--- src/rtl/store_write_arbiter.sv ---
// -----------------------------------------------------------------------------
// store_write_arbiter
//
// Round-robin arbiter that shares one memory write port among NUM_REQ pipeline
// store requesters. Each grant takes one result/address pair. The write is
// then held on WriteBus/WriteAddress/WriteEnable until the memory returns
// WriteAck. When a request is waiting on the ack cycle, the next write follows
// back-to-back and WriteEnable stays high.
//
// Ports:
//   clock        - system clock, all logic on the rising edge
//   reset        - synchronous, active-high reset
//   req_valid    - per-requester store pending
//   req_data     - packed requester results, slice i at [i*DATA_W +: DATA_W]
//   req_addr     - packed store addresses, slice i at [i*ADDR_W +: ADDR_W]
//   req_ready    - one-hot accept (combinational)
//   WriteBus     - write data: the accepted result, zero-extended
//   WriteAddress - write address
//   WriteEnable  - write request to memory, held until WriteAck
//   WriteAck     - memory accepted the current write
//   grant_id     - index of the requester that owns the current write
//   write_count  - completed writes, wraps at 16 bits
//   done         - idle and no request pending (combinational)
// -----------------------------------------------------------------------------
module store_write_arbiter #(
    parameter int NUM_REQ = 4,
    parameter int DATA_W  = 16,
    parameter int ADDR_W  = 16,
    parameter int BUS_W   = 128,
    localparam int ID_W   = (NUM_REQ > 1) ? $clog2(NUM_REQ) : 1
) (
    input  logic                       clock,
    input  logic                       reset,
    input  logic [NUM_REQ-1:0]         req_valid,
    input  logic [NUM_REQ*DATA_W-1:0]  req_data,
    input  logic [NUM_REQ*ADDR_W-1:0]  req_addr,
    output logic [NUM_REQ-1:0]         req_ready,
    output logic [BUS_W-1:0]           WriteBus,
    output logic [ADDR_W-1:0]          WriteAddress,
    output logic                       WriteEnable,
    input  logic                       WriteAck,
    output logic [ID_W-1:0]            grant_id,
    output logic [15:0]                write_count,
    output logic                       done
);

    typedef enum logic {
        IDLE = 1'b0,
        BUSY = 1'b1
    } state_t;

    state_t              state_reg, state_next;
    logic [BUS_W-1:0]    bus_reg, bus_next;
    logic [ADDR_W-1:0]   addr_reg, addr_next;
    logic                we_reg, we_next;
    logic [ID_W-1:0]     grant_reg, grant_next;
    logic [15:0]         count_reg, count_next;
    logic [ID_W-1:0]     ptr_reg, ptr_next;

    logic [DATA_W-1:0]   data_arr [NUM_REQ];
    logic [ADDR_W-1:0]   addr_arr [NUM_REQ];

    logic                accept_ok;
    logic                accept;
    logic                ack_done;
    logic                winner_found;
    logic [ID_W-1:0]     winner_idx;
    // One extra bit so that ptr + k (at most 2*NUM_REQ-1) cannot overflow
    // before the modulo wrap.
    logic [ID_W:0]       cand;

    // Unpack the flat requester buses and build the one-hot ready vector.
    generate
        for (genvar gi = 0; gi < NUM_REQ; gi++) begin : g_req
            assign data_arr[gi]  = req_data[gi*DATA_W +: DATA_W];
            assign addr_arr[gi]  = req_addr[gi*ADDR_W +: ADDR_W];
            assign req_ready[gi] = accept && (winner_idx == ID_W'(gi));
        end
    endgenerate

    assign ack_done  = (state_reg == BUSY) && WriteAck;
    assign accept_ok = (state_reg == IDLE) || ack_done;
    assign accept    = accept_ok && winner_found;

    // Search from ptr+1 upward, modulo NUM_REQ. The first valid requester
    // wins. Because the pointer moves to the last winner, each requester
    // is visited once per NUM_REQ grants.
    always_comb begin
        winner_found = 1'b0;
        winner_idx   = '0;
        cand         = '0;
        for (int k = 1; k <= NUM_REQ; k++) begin
            cand = {1'b0, ptr_reg} + (ID_W+1)'(k);
            if (cand >= (ID_W+1)'(NUM_REQ)) begin
                cand = cand - (ID_W+1)'(NUM_REQ);
            end
            if (!winner_found && req_valid[cand[ID_W-1:0]]) begin
                winner_found = 1'b1;
                winner_idx   = cand[ID_W-1:0];
            end
        end
    end

    // Next-state logic for the write port.
    always_comb begin
        state_next = state_reg;
        bus_next   = bus_reg;
        addr_next  = addr_reg;
        we_next    = we_reg;
        grant_next = grant_reg;
        count_next = count_reg;
        ptr_next   = ptr_reg;

        if (ack_done) begin
            count_next = count_reg + 16'd1;
        end

        if (accept) begin
            // A new write starts, from IDLE or back-to-back on the ack cycle.
            state_next = BUSY;
            bus_next   = BUS_W'(data_arr[winner_idx]);
            addr_next  = addr_arr[winner_idx];
            we_next    = 1'b1;
            grant_next = winner_idx;
            ptr_next   = winner_idx;
        end else if (ack_done) begin
            // The last write is complete and nothing is waiting. Clear the
            // buses. grant_id keeps the last owner.
            state_next = IDLE;
            bus_next   = '0;
            addr_next  = '0;
            we_next    = 1'b0;
        end
    end

    always_ff @(posedge clock) begin
        if (reset) begin
            state_reg <= IDLE;
            bus_reg   <= '0;
            addr_reg  <= '0;
            we_reg    <= 1'b0;
            grant_reg <= '0;
            count_reg <= '0;
            ptr_reg   <= ID_W'(NUM_REQ - 1);
        end else begin
            state_reg <= state_next;
            bus_reg   <= bus_next;
            addr_reg  <= addr_next;
            we_reg    <= we_next;
            grant_reg <= grant_next;
            count_reg <= count_next;
            ptr_reg   <= ptr_next;
        end
    end

    assign WriteBus     = bus_reg;
    assign WriteAddress = addr_reg;
    assign WriteEnable  = we_reg;
    assign grant_id     = grant_reg;
    assign write_count  = count_reg;
    assign done         = (state_reg == IDLE) && !(|req_valid);

endmodule

--- config.mk ---
export PLATFORM = sky130hd
export DESIGN_NAME = store_write_arbiter
export DESIGN_NICKNAME = d
export VERILOG_FILES = /design/src/rtl/store_write_arbiter.sv
export SDC_FILE = /design/constraint.sdc
export NUM_CORES = 1
export LEC_CHECK = 0
export ABC_CLOCK_PERIOD_IN_PS = 2000
export BUFFER_PORTS_ARGS = -buffer_cell sky130_fd_sc_hd__buf_4
export CORE_AREA = 2 2 117 119
export DETAILED_ROUTE_END_ITERATION = 8
export DIE_AREA = 0 0 119 121
export PLACE_DENSITY_LB_ADDON = 0.08
export REMOVE_ABC_BUFFERS = 1
export SYNTH_ARGS = -nofsm -noshare
export SYNTH_HDL_FRONTEND = slang
export SYNTH_SLANG_ARGS = --single-unit
export TNS_END_PERCENT = 5
--- constraint.sdc ---
create_clock -name clock -period 2 [get_ports clock]
set_clock_uncertainty 0.1 [all_clocks]
set_input_delay 0.1 -clock clock [delete_from_list [all_inputs] [get_ports clock]]
set_output_delay 0.1 -clock clock [all_outputs]
set_load 0.03 [all_outputs]
==> results of run 1 <==
[synth_stat cells, drive strengths merged]
cell | n | area [sq um]
a21oi | 9 | 56.3
nor2 | 22 | 100
a211o | 14 | 123
inv | 2 | 7.51
o22a | 1 | 8.76
o211ai | 32 | 380
mux2i | 32 | 320
nand2b | 3 | 23.8
o21ai | 21 | 120
clkbuf | 13 | 48.8
nand2 | 42 | 158
o21bai | 1 | 7.51
xor2 | 6 | 52.6
or4 | 1 | 7.51
nand3b | 1 | 20.0
and4 | 4 | 35.0
ha | 1 | 12.5
nor3 | 7 | 51.3
nand4 | 20 | 125
xnor2 | 5 | 43.8
a21bo | 18 | 180
or2 | 3 | 18.8
o22ai | 1 | 20.0
dfxtp | 53 | 1060
conb | 1 | 3.75
and3 | 1 | 6.26
and2 | 1 | 6.26
or3 | 4 | 25.0
buf | 131 | 986
nor2b | 2 | 20.0
nor4 | 2 | 12.5
o31ai | 18 | 135
a21o | 1 | 7.51
nand3 | 22 | 115
o21a | 3 | 22.5
[power groups by stage]
stage                     combinational (W)  sequential (W)  clock, W
final                               0.00164         0.00123  0.000966
after global routing                0.00175         0.00124   0.00105
after CTS                           0.00165         0.00123   0.00100
after detailed placement            0.00164         0.00125         0
after global placement              0.00163         0.00125         0
after floorplan                    0.000797         0.00144         0
[worst reg2reg max path: stages, from the launching register on]
cell	delay, ps
dfxtp_2	360
nand2b_2	160
buf_4	140
a21o_1	140
nand3_2	140
or2_1	280
buf_4	200
o211ai_1	190
[worst max path at each step]
stage                             endpoint  slack [ps]  depth (start not counted)
final                         req_ready[1]          80                          7
after global routing          req_ready[0]         -30                          7
after CTS                     req_ready[1]          10                          6
after detailed placement       WriteBus[0]         -30                          5
after global placement    WriteAddress[14]          30                          5
after floorplan            WriteAddress[0]        -460                          5
[kinds of logic after synthesis]
group / count (synthesis) / share of synthesized area
AOI/OAI and AO/OA: 119 / 0.246
buffers and inverters: 146 / 0.241
muxes: 32 / 0.0741
and+or+nand+nor: 135 / 0.168
xor gates and xnor gates: 11 / 0.0223
other: 1 / 0.000868
DFF: 53 / 0.246
adders and majority gates: 1 / 0.00289
[repair_timing]
item | CTS | global route
setup buffers | 0 | 1
setup endpoints to repair | 18 | 4
pin swaps | 0 | 1
endpoints found under the hold margin | 3 | 0
hold buffers | 3 | 0
resized for setup | 1 | 4
[per-layer routing]
| layer | part of all wire | vias to the layer above | global-route usage |
|---|---|---|---|
| li1 | - | 1944 | - |
| met4 | 0.016 | 0 | 0.0513 |
| met2 | 0.52 | 168 | 0.303 |
| met1 | 0.41 | 1867 | 0.199 |
| met3 | 0.059 | 10 | 0.0338 |
| met5 | 0 | - | 0 |
[final cells by class]
type / count / area (sq um)
flip-flops and latches: 53 / 1060
clock inverters: 2 / 35.0
repair buffers: 221 / 1720
clock buffers: 5 / 125
inverters: 2 / 7.51
fillers: 1316 / 7270
well taps: 176 / 220
multi-input cells: 410 / 2650
[metrics by stage]
stage | hold slack (ps) | std cells | area, sq um | utilization | setup WS (ps)
finish | 3.03 | 869 | 5820 | 0.445 | 80.9
global placement | 298 | 858 | 5600 | 0.428 | 26.9
global route | 7.14 | 869 | 5820 | 0.445 | -31.9
detailed placement | 306 | 858 | 5600 | 0.428 | -33.0
CTS | 1.18 | 868 | 5800 | 0.443 | 11.0
floorplan | 69.1 | 465 | 3700 | - | -459
==> flow_summary.yaml, run 1 <==
routing:
  drc_errors: 0
  first_pass_iters: 4
  postRouteAntennaNets: 0
  avgRoutedWirePerCell_um: 14.5
  drt_iter0_drc: 220
  vias: 3989
  vias_per_cell: 4.59
  drt_wl_total_um: 12600
pwr:
  p_int_w: 0.00238
  ir_worst_vdd_uv: 299
  sw_frac_of_total: 0.380
  power.switching_w: 0.00145
  clkPwrFrac: 0.252
  p_leak_nw: 2.80
  pwr-share-seq: 0.320
  powerDensity_nw_per_um2: 659
  combPwrFrac: 0.428
  totalPowerFinal_w: 0.00383
finish:
  layout_commonest_cell: "buf_4"
  drive_gt1_frac: 0.414
  layout_common_cells: "214 x buf_4, 112 x conb_1, 51 x dfxtp_1"
  num-nets-final: 829
  synthToLayoutAreaGrowth_pct: 34.7
  num_antenna_cells: 0
clock_tree:
  cts_buffer_depth: 2
  cts_buffers: 5
  h-tree-depth: 2
  clockRootBuffer: "clkbuf_16"
  cts_sinks: 53
  tritoncts: "done"
  clk_pin_slew_worst_paths_ps: 70
  clk_latency_ps: 290
floorplan:
  dieHeight_um: 121
  initial_core_util: 0.330
  fp.dieW_um: 119
  core_area_sq_um: 13100
  rows: 42
  dieArea_sq_um: 14400
  pin_count: 303
synthesis:
  synth.avg_cell_area_sq_um: 8.68
  yosysSeqAreaShare: 0.246
  synth_cell_types: 51
  synth_seq_cells: 53
  syn_inst: 498
  synth_warnings: 0
  synthesis.area_sq_um: 4320
worst_setup_path:
  cp_max_fo: 6
  cpLargestDelayFamily: "buffers and inverters"
  r2r_cells: 7
  crit_type: "reg2out"
  arrival_ps: 1720
  r2r-start: "ptr_reg[0]"
  cpPeakStageDelay_ps: 340
  crit_path_start_kind: "register"
  slowest_stage: "dfxtp_2"
  crit_required_ps: 1800
  path_cells: "nand2b_2 > buf_4 > a21oi_4 > nor3_4 > buf_4 > nor3_2 > buf_4"
  path_buf_inv: 3
  crit_start: "ptr_reg[0]"
  rrSetupSlack_ps: 200
  crit_path_end_kind: "output pin"
  crit_top_cell: "buf_4"
  regToRegEndpoint: "WriteBus[2]"
grt:
  antenna_found_initial: 0
  grt_pass1_vias: 3946
  gr-total-overflow: 0
  grt_max_degree: 29
  grt_pass1_wl_um: 19300
  track_usage: 0.168
placement:
  io_buffers: 190
  place_hpwl_um: 9780
  place_congestion: 0.795
hold_path:
  hold_end: "WriteAddress[5]"
  hold_depth: 3
  min_from: "req_addr[21]"
  hp-class: "in2reg"
timing:
  finalCritPeriodShare: 0.960
  setup_viol: 0
  max_freq_mhz: 521
  rsz0062_at_grt: "true"
  max-slew-margin-rel: 0.591
  slew_viol_final: 0
  tightest_slew_ps: 612
  period_minus_slack_ps: 1920
  hold_viol: 0
  setup_tns_ps: 0
job:
  maxCapViolations: 0
outcome:
  status: "complete, no violations"
No activity file was read; power rests on OpenSTA's default activity.
==> inputs of run 2 (changes only) <==
--- a/config.mk
+++ b/config.mk
@@ -5,6 +5,7 @@
 export SDC_FILE = /design/constraint.sdc
 export NUM_CORES = 1
 export LEC_CHECK = 0
+export ABC_AREA = 1
 export ABC_CLOCK_PERIOD_IN_PS = 2000
 export BUFFER_PORTS_ARGS = -buffer_cell sky130_fd_sc_hd__buf_4
 export CORE_AREA = 2 2 117 119
==> flow_summary.yaml, run 2 <==
worst_setup_path:
  crit_required_ps: 1800
  crit_type: "reg2out"
  crit_path_end_kind: "output pin"
  cp_max_fo: 8
  r2r-start: "ptr_reg[0]"
  arrival_ps: 1850
  crit_start: "ptr_reg[0]"
  crit_path_start_kind: "register"
outcome:
  violations: "negative setup slack"
  status: "finished with violations"
grt:
  antenna_found_initial: 0
  grt_pass1_vias: 4290
  grt_max_degree: 40
  track_usage: 0.184
  gr-total-overflow: 0
  grt_pass1_wl_um: 21000
synthesis:
  synth_area_leaders: "nand2_1 25%, dfxtp_1 23%, buf_4 18%"
  async_flop_share: 0
  synth_top_area_frac: 0.245
  synth-main-ff-cell: "dfxtp_1"
  yosys.cell_count.top_type: "nand2_1"
  yosysSeqAreaShare: 0.231
  synthesis.area_sq_um: 4590
  synth_cell_types: 31
  yosysTopAreaCell: "nand2_1"
  synth.avg_cell_area_sq_um: 5.92
  ys_top_cells_by_count: "300 x nand2_1, 113 x buf_4, 101 x inv_1"
  syn_inst: 775
  synth_seq_cells: 53
  synth_warnings: 0
  synth_edf_count: 0
timing:
  hold_ws_ps: 62.6
  slew_viol_final: 0
  tightest_slew_ps: 625
  max_freq_mhz: 488
  finalCritPeriodShare: 1.03
  max-slew-margin-rel: 0.583
  period_minus_slack_ps: 2050
  setup_viol: 4
  rsz0062_at_grt: "true"
  hold_viol: 0
  setup_slack_ps: -50.6
finish:
  num_antenna_cells: 0
  layout_common_cells: "291 x nand2_1, 204 x buf_4, 112 x conb_1"
  layout_commonest_cell: "nand2_1"
  fin_util: 0.473
  final-instance-count-excl-fill: 1146
  drive_gt1_frac: 0.279
  finish.instance_area_sq_um: 6190
  num-nets-final: 1105
  synthToLayoutAreaGrowth_pct: 35.0
  fillers: 1428
clock_tree:
  clk_latency_ps: 310
  h-tree-depth: 2
  tritoncts: "done"
  cts_sinks: 53
  cts_buffers: 5
  clockRootBuffer: "clkbuf_16"
  clk_pin_slew_worst_paths_ps: 80
  cts_buffer_depth: 2
floorplan:
  pin_count: 303
  rows: 42
  initial_core_util: 0.351
  fp.dieW_um: 119
  core_area_sq_um: 13100
  dieArea_sq_um: 14400
  dieHeight_um: 121
placement:
  place_congestion: 0.860
  placed_cell_area_sq_um: 5850
  place_hpwl_um: 10600
  io_buffers: 190
  placedCellCount: 1132
routing:
  drt_wl_total_um: 14000
  postRouteAntennaNets: 0
  avgRoutedWirePerCell_um: 12.2
  drc_errors: 0
  drt_iter0_drc: 169
  vias: 4872
  vias_per_cell: 4.25
  first_pass_iters: 4
hold_path:
  min_from: "req_addr[55]"
  hp-class: "in2reg"
pwr:
  p_leak_nw: 3.67
  ir_worst_vdd_uv: 1070
  powerDensity_nw_per_um2: 1330
job:
  maxCapViolations: 0
==> run 2: cell count changes in the layout (fill, tap and decap cells not counted), moves of 15 or more <==
cell,delta
a21bo_2,-15
a21oi_1,+17
inv_1,+96
mux2i_1,-32
nand2_1,+249
nand3_1,+57
o211ai_2,-28
o31ai_1,-18
==> run 2: critical path, stage by stage, from the launching register on <==
cell	delay, ps
dfxtp_4	360
buf_6	130
nand2_1	60
nand2_2	80
nand2_4	80
nand2_1	60
inv_2	90
nand2_1	70
nand2_2	90
nand2_4	60
buf_4	170
nor2_1	110
buf_4	170
==> run 2: stage by stage <==
stage / TNS (ps) / worst slack (ps) / power [W]
after floorplan: -32500 / -1160 / 0.00491
after global placement: 0 / 62.8 / 0.00694
after detailed placement: 0 / 32.3 / 0.00694
after CTS: -248 / -68.3 / 0.00809
after global routing: -3090 / -153 / 0.00898
final: -167 / -50.6 / 0.00825
==> run 2: worst paths after layout <==
path / end / slack, ps / depth (start not counted)
setup / recovery: req_ready[1] / -50 / 12
hold / removal: WriteAddress[7] / 60 / 7
setup reg to reg: WriteBus[6] / 20 / 17
hold reg to reg: WriteAddress[2] / 370 / 2
==> run 2: logic make-up after synthesis <==
logic type / after synthesis / synth area share
buffers and inverters: 249 / 0.318
and+or+nand+nor: 426 / 0.391
other: 1 / 0.000818
adders and majority gates: 1 / 0.00273
DFF: 53 / 0.231
AOI/OAI and AO/OA: 42 / 0.0507
xor gates and xnor gates: 3 / 0.00573
==> run 2: final cells by class <==
cell class / instances / area, sq um / area share
timing repair buffer: 219 / 1780 / 0.287
multi-input combinational: 584 / 2570 / 0.415
sequential: 53 / 1070 / 0.172
tap: 176 / 220 / 0.0356
inverter: 106 / 405 / 0.0655
clock inverter: 3 / 25.0 / 0.00404
clock buffer: 5 / 125 / 0.0202
==> run 2: timing repair <==
item / in CTS / in global routing
cloned: 0 / 1
resized for setup: 22 / 20
pin swaps: 7 / 9
hold buffers: 0 / 0
setup endpoints to repair: 4 / 38
buffers inserted: 4 / 1
==> run 2: power breakdown <==
| part | internal (W) | switching, W |
|---|---|---|
| combinational | 0.00218 | 0.00360 |
| sequential | 0.00137 | 0.000173 |
| clock | 0.000472 | 0.000446 |
==> run 2: per-layer routing <==
layer | routed length [um] | part of all wire | vias to the layer above | GRT usage
met5 | 0 | 0 | - | 0
li1 | - | - | 2513 | -
met3 | 719 | 0.051 | 22 | 0.0329
met4 | 392 | 0.028 | 0 | 0.0699
met2 | 7570 | 0.54 | 175 | 0.355
met1 | 5300 | 0.38 | 2162 | 0.198
